## src/rtl/mem_port_arbiter.sv

```systemverilog
// rtl/mem_port_arbiter.sv - round-robin I/D arbiter and fixed-latency sequencer for a shared single-port memory
module mem_port_arbiter #(
  parameter int DATA_WIDTH    = 32,
  parameter int ADDRESS_WIDTH = 32,
  parameter int MEM_LATENCY   = 2
) (
  input  logic                     i_CLK,
  input  logic                     i_RST,
  input  logic                     i_IReq,
  input  logic [ADDRESS_WIDTH-1:0] i_IAddr,
  output logic [DATA_WIDTH-1:0]    o_IRdata,
  output logic                     o_IAck,
  input  logic                     i_DReq,
  input  logic                     i_DWe,
  input  logic [ADDRESS_WIDTH-1:0] i_DAddr,
  input  logic [DATA_WIDTH-1:0]    i_DWdata,
  output logic [DATA_WIDTH-1:0]    o_DRdata,
  output logic                     o_DAck,
  output logic                     o_StallF,
  output logic                     o_StallM,
  output logic                     o_MemReq,
  output logic                     o_MemWe,
  output logic [ADDRESS_WIDTH-1:0] o_MemAddr,
  output logic [DATA_WIDTH-1:0]    o_MemWdata,
  input  logic [DATA_WIDTH-1:0]    i_MemRdata
);

  if (MEM_LATENCY < 1 || MEM_LATENCY > 15) begin : gBadLatency
    $error("mem_port_arbiter: MEM_LATENCY must be within 1..15");
  end

  localparam logic [1:0] IDLE = 2'd0;
  localparam logic [1:0] WAIT = 2'd1;
  localparam logic [1:0] RESP = 2'd2;
  localparam logic [3:0] LAT  = 4'(MEM_LATENCY);

  logic [1:0] state;
  logic [3:0] cnt;
  logic       ownerD;
  logic       lastGrantD;
  logic       anyReq;
  logic       grantD;

  // On a tie the side that did not win last time gets the port.
  assign anyReq = i_IReq | i_DReq;
  assign grantD = i_DReq & (~i_IReq | ~lastGrantD);

  assign o_StallF = i_IReq & ~o_IAck;
  assign o_StallM = i_DReq & ~o_DAck;

  always_ff @(posedge i_CLK) begin
    if (i_RST) begin
      state      <= IDLE;
      cnt        <= 4'd0;
      ownerD     <= 1'b0;
      lastGrantD <= 1'b0;
      o_MemReq   <= 1'b0;
      o_MemWe    <= 1'b0;
      o_MemAddr  <= '0;
      o_MemWdata <= '0;
      o_IRdata   <= '0;
      o_DRdata   <= '0;
      o_IAck     <= 1'b0;
      o_DAck     <= 1'b0;
    end else begin
      o_MemReq <= 1'b0;
      o_IAck   <= 1'b0;
      o_DAck   <= 1'b0;
      case (state)
        IDLE: begin
          if (anyReq) begin
            ownerD     <= grantD;
            lastGrantD <= grantD;
            o_MemAddr  <= grantD ? i_DAddr : i_IAddr;
            o_MemWe    <= grantD & i_DWe;
            o_MemWdata <= grantD ? i_DWdata : '0;
            cnt        <= LAT;
            o_MemReq   <= 1'b1;
            state      <= WAIT;
          end
        end
        WAIT: begin
          // cnt reaches zero exactly in the cycle the memory presents read data.
          if (cnt == 4'd0) begin
            if (ownerD) begin
              if (!o_MemWe) begin
                o_DRdata <= i_MemRdata;
              end
              o_DAck <= 1'b1;
            end else begin
              o_IRdata <= i_MemRdata;
              o_IAck   <= 1'b1;
            end
            state <= RESP;
          end else begin
            cnt <= cnt - 4'd1;
          end
        end
        RESP: begin
          state <= IDLE;
        end
        default: begin
          state <= IDLE;
        end
      endcase
    end
  end

endmodule

```

## config.mk

```make
export PLATFORM = sky130hd
export DESIGN_NAME = mem_port_arbiter
export DESIGN_NICKNAME = d
export VERILOG_FILES = /design/src/rtl/mem_port_arbiter.sv
export SDC_FILE = /design/constraint.sdc
export NUM_CORES = 1
export LEC_CHECK = 0
export CORE_UTILIZATION = 44
export DETAILED_ROUTE_END_ITERATION = 8
export PLACE_DENSITY = 0.86
export RECOVER_POWER = 100
export SYNTH_ARGS = -nofsm -noshare
export SYNTH_HDL_FRONTEND = slang
export SYNTH_SLANG_ARGS = --single-unit
```

## constraint.sdc

```tcl
create_clock -name i_CLK -period 3.1 [get_ports i_CLK]
set_input_delay 0.465 -clock i_CLK [delete_from_list [all_inputs] [get_ports i_CLK]]
set_output_delay 0.465 -clock i_CLK [all_outputs]
set_load 0.01 [all_outputs]
```

==> qor.csv <==
stage;metric;value;unit
detailed_routing;drt_iter0_drc;211;
run;drv_cap;0;
timing;timing.fmax;407;MHz
synth;synth_top_area_share;51.4;%
timing;rsz0062_at_grt;no;
timing;finalCriticalPeriod;2.46;ns
floorplanning;die_w;113;um
detailed_routing;wl_per_cell;17.3;um
synth;synth_ff_type;dfxtp_1;
synth;synth_most_common_cell;dfxtp_1;
timing;slew_headroom;2.60;%
detailed_routing;drt_drc_violations_left;1;
grt;antenna_found_initial;0;
run_status;outcome;finished, violations left;
detailed_routing;route.vias.total;4566;
clock_network;cts_root_buf;clkbuf_16;
timing;setup_ws;0.645;ns
synth;synth.area.top_cells;dfxtp_1 (51%), mux2i_1 (18%), nand2b_1 (11%), a22o_1 (5.3%), o2bb2ai_1 (5.2%);
placed_design;dp_hpwl;11.0;mm
synth;synth_top_area_cell;dfxtp_1;
clock_network;cts_max_level;4;
pwr;power_frac_comb;17.8;%
pwr;ir_drop;0.422;mV
floorplanning;die-area;12800;um^2
setup_path;crit_type;in -> reg;
timing;post-route-period-util;79.2;%
cells_and_area;fin_util;72.9;%
pwr;intPower;3.81;mW
setup_path;worst-path-max-fanout;25;
timing;finalSetupViolCount;0;
clock_network;cts_setup_buffers;0;
pwr;leakagePower;3.87;nW
floorplanning;initial_utilization;45.1;%
cells_and_area;fillers;833;
cells_and_area;instances_no_fill;893;
synth;yosysUniqueCellTypes;35;
timing;hold_viol;0;
synth;yosysWarnings;0;
timing;tightest_slew;1.46;ns
cells_and_area;n_antenna_cell;0;
placed_design;routabilityCongestion;0.774;
clock_network;cts_resized;0;
run_status;violations;DRC;
clock_network;cts.sinks;139;
cells_and_area;multiInputGateArea;2430;um^2
synth;synthArstFlopShare;0;%
placed_design;place_ws;0.879;ns
cells_and_area;syn2layout_area_growth;61.6;%
clock_network;clkTransAtPathRegs;0.06;ns
detailed_routing;ant_nets;0;
cells_and_area;drive_above_1_share;5.76;%
synth;netlist_area;5420;um^2
pwr;clkPwrFrac;42.3;%
clock_network;hold_buffers;0;
synth;ys_seq_elements;139;
floorplanning;die_h;113;um
grt;grt_max_degree;67;
synth;synth_commonest_cells;dfxtp_1 (139), nand2b_1 (97), mux2i_1 (96);
placed_design;port_buffers;266;
floorplanning;core_area;12000;um^2
detailed_routing;wl;15.5;mm
clock_network;clk_latency;0.41;ns
synth;yosysSeqAreaShare;51.4;%
pwr;swShare;24.3;%
setup_path;worstSetupStartpointType;input port;
grt;grt_util_all_layers;24.1;%
timing;slew_viol_final;0;
synth;synth_nets;612;
synth;synthCells;477;
clock_network;cts_buffers;17;
pwr;power_switching;1.22;mW
hold_path;hp-class;in -> reg;
floorplanning;boundaryPins;267;
pwr;powerDensity;575;nW/um^2
synth;synth.avg_cell_area;11.4;um^2
clock_network;cts_tree;yes;
setup_path;required;3.45;ns
grt;grt_pass1_vias;4790;
setup_path;endpoint_kind;register;
timing;fin_worst_skew;0.00789;ns
grt;grt_overflow;0;
grt;grt_first_pass_wirelength;23.9;mm
cells_and_area;ff_latch_area;2780;um^2
setup_path;critPathArrivalTime;2.80;ns
timing;setup-tns-final;0;ns
placed_design;dp_cells;862;
detailed_routing;drt_pass1_iterations;7;
pwr;pwr-share-seq;40.0;%
detailed_routing;drt-vias-per-instance;5.11;
synth;synth_edf_count;0;
clock_network;cts_max_path_buffers;2;
floorplanning;row_count;40;
cells_and_area;nets;869;
through the flow:
step / power [mW] / area [um^2] / hold slack (ns)
3_3_place_gp: 2.97 / 8150 / 0.444
6_report: 5.04 / 8750 / 0.396
5_1_grt: 5.23 / 8750 / 0.395
4_1_cts: 5.14 / 8780 / 0.387
3_5_place_dp: 3.00 / 8150 / 0.446
2_1_floorplan: 2.48 / 5420 / 0.463
area by class of cell:
class                           instances  share of cell area, %
Sequential cell                       139                   31.8
Clock buffer                           20                   5.22
Inverter                                4                  0.172
Clock inverter                         11                   1.93
Tap cell                              147                   2.10
Timing Repair Buffer                  276                   31.0
Multi-Input combinational cell        296                   27.8
placed cells by master, fill, tap and decap left out, types with 2 or more instances in the layout:
master,count
clkdlybuf4s50_1,130
ha_1,2
or3_1,2
o2bb2ai_1,32
dfxtp_1,139
buf_4,5
clkbuf_16,17
nor3_1,2
o21ai_0,2
clkinvlp_4,4
a21o_1,2
clkbuf_8,2
clkbuf_2,2
clkbuf_1,4
nor3b_1,2
nor2_1,3
nor2b_1,3
a22o_1,33
mux2i_1,96
a21oi_1,3
bufinv_16,4
dlygate4sd3_1,135
clkinv_2,2
nand2b_1,97
nand2_1,3
inv_1,4
logic make-up after synthesis:
group,share of synthesized area [%]
buffers and inverters,4.07
flip-flops,51.4
AO/OA/AOI/OAI,12.0
adder cells (fa/ha/maj),0.462
AND/OR/NAND/NOR,14.3
multiplexers,17.7
critical path: stages:
cell and delay, ns:
dlygate4sd3_1 0.61, or2_0 0.38, a21oi_4 0.20, clkbuf_1 0.84, a22o_1 0.29
registers in the layout (all words and copies together), names as in the netlist:
| signal | cells |
|---|---|
| o_DRdata | 32 |
| o_IRdata | 32 |
| o_MemAddr | 32 |
| o_MemWdata | 32 |
| cnt | 4 |
| state | 2 |
| lastGrantD | 1 |
| o_DAck | 1 |
| o_IAck | 1 |
| o_MemReq | 1 |
| o_MemWe | 1 |
power groups by stage:
stage / sequential (mW) / clock, mW / combinational, mW
3_5_place_dp: 2.05 / 0 / 0.944
3_3_place_gp: 2.05 / 0 / 0.919
2_1_floorplan: 2.11 / 0 / 0.374
5_1_grt: 2.03 / 2.25 / 0.951
6_report: 2.01 / 2.13 / 0.895
4_1_cts: 2.02 / 2.17 / 0.952
path summary, 6_finish.rpt:
check,start,endpoint,slack (ns),cells after the start
worst min register to register,o_MemAddr[20]$_SDFFE_PP0P_,o_MemAddr[20]$_SDFFE_PP0P_,0.45,1
worst max register to register,cnt[0]$_SDFFE_PP0P_,o_DRdata[5]$_SDFFE_PP0P_,0.65,6
worst max-delay path,i_IReq,o_MemWdata[16]$_SDFFE_PP0P_,0.64,5
worst min-delay path,i_RST,state[1]$_SDFFE_PP0P_,0.40,2
metal layers:
| metal | share of wire, % | track usage (%) |
|---|---|---|
| met5 | 0 | 0 |
| met4 | 3.0 | 11.2 |
| met3 | 4.8 | 6.32 |
| met2 | 52 | 43.0 |
| met1 | 41 | 26.7 |
(Power assumes the default switching activity.)
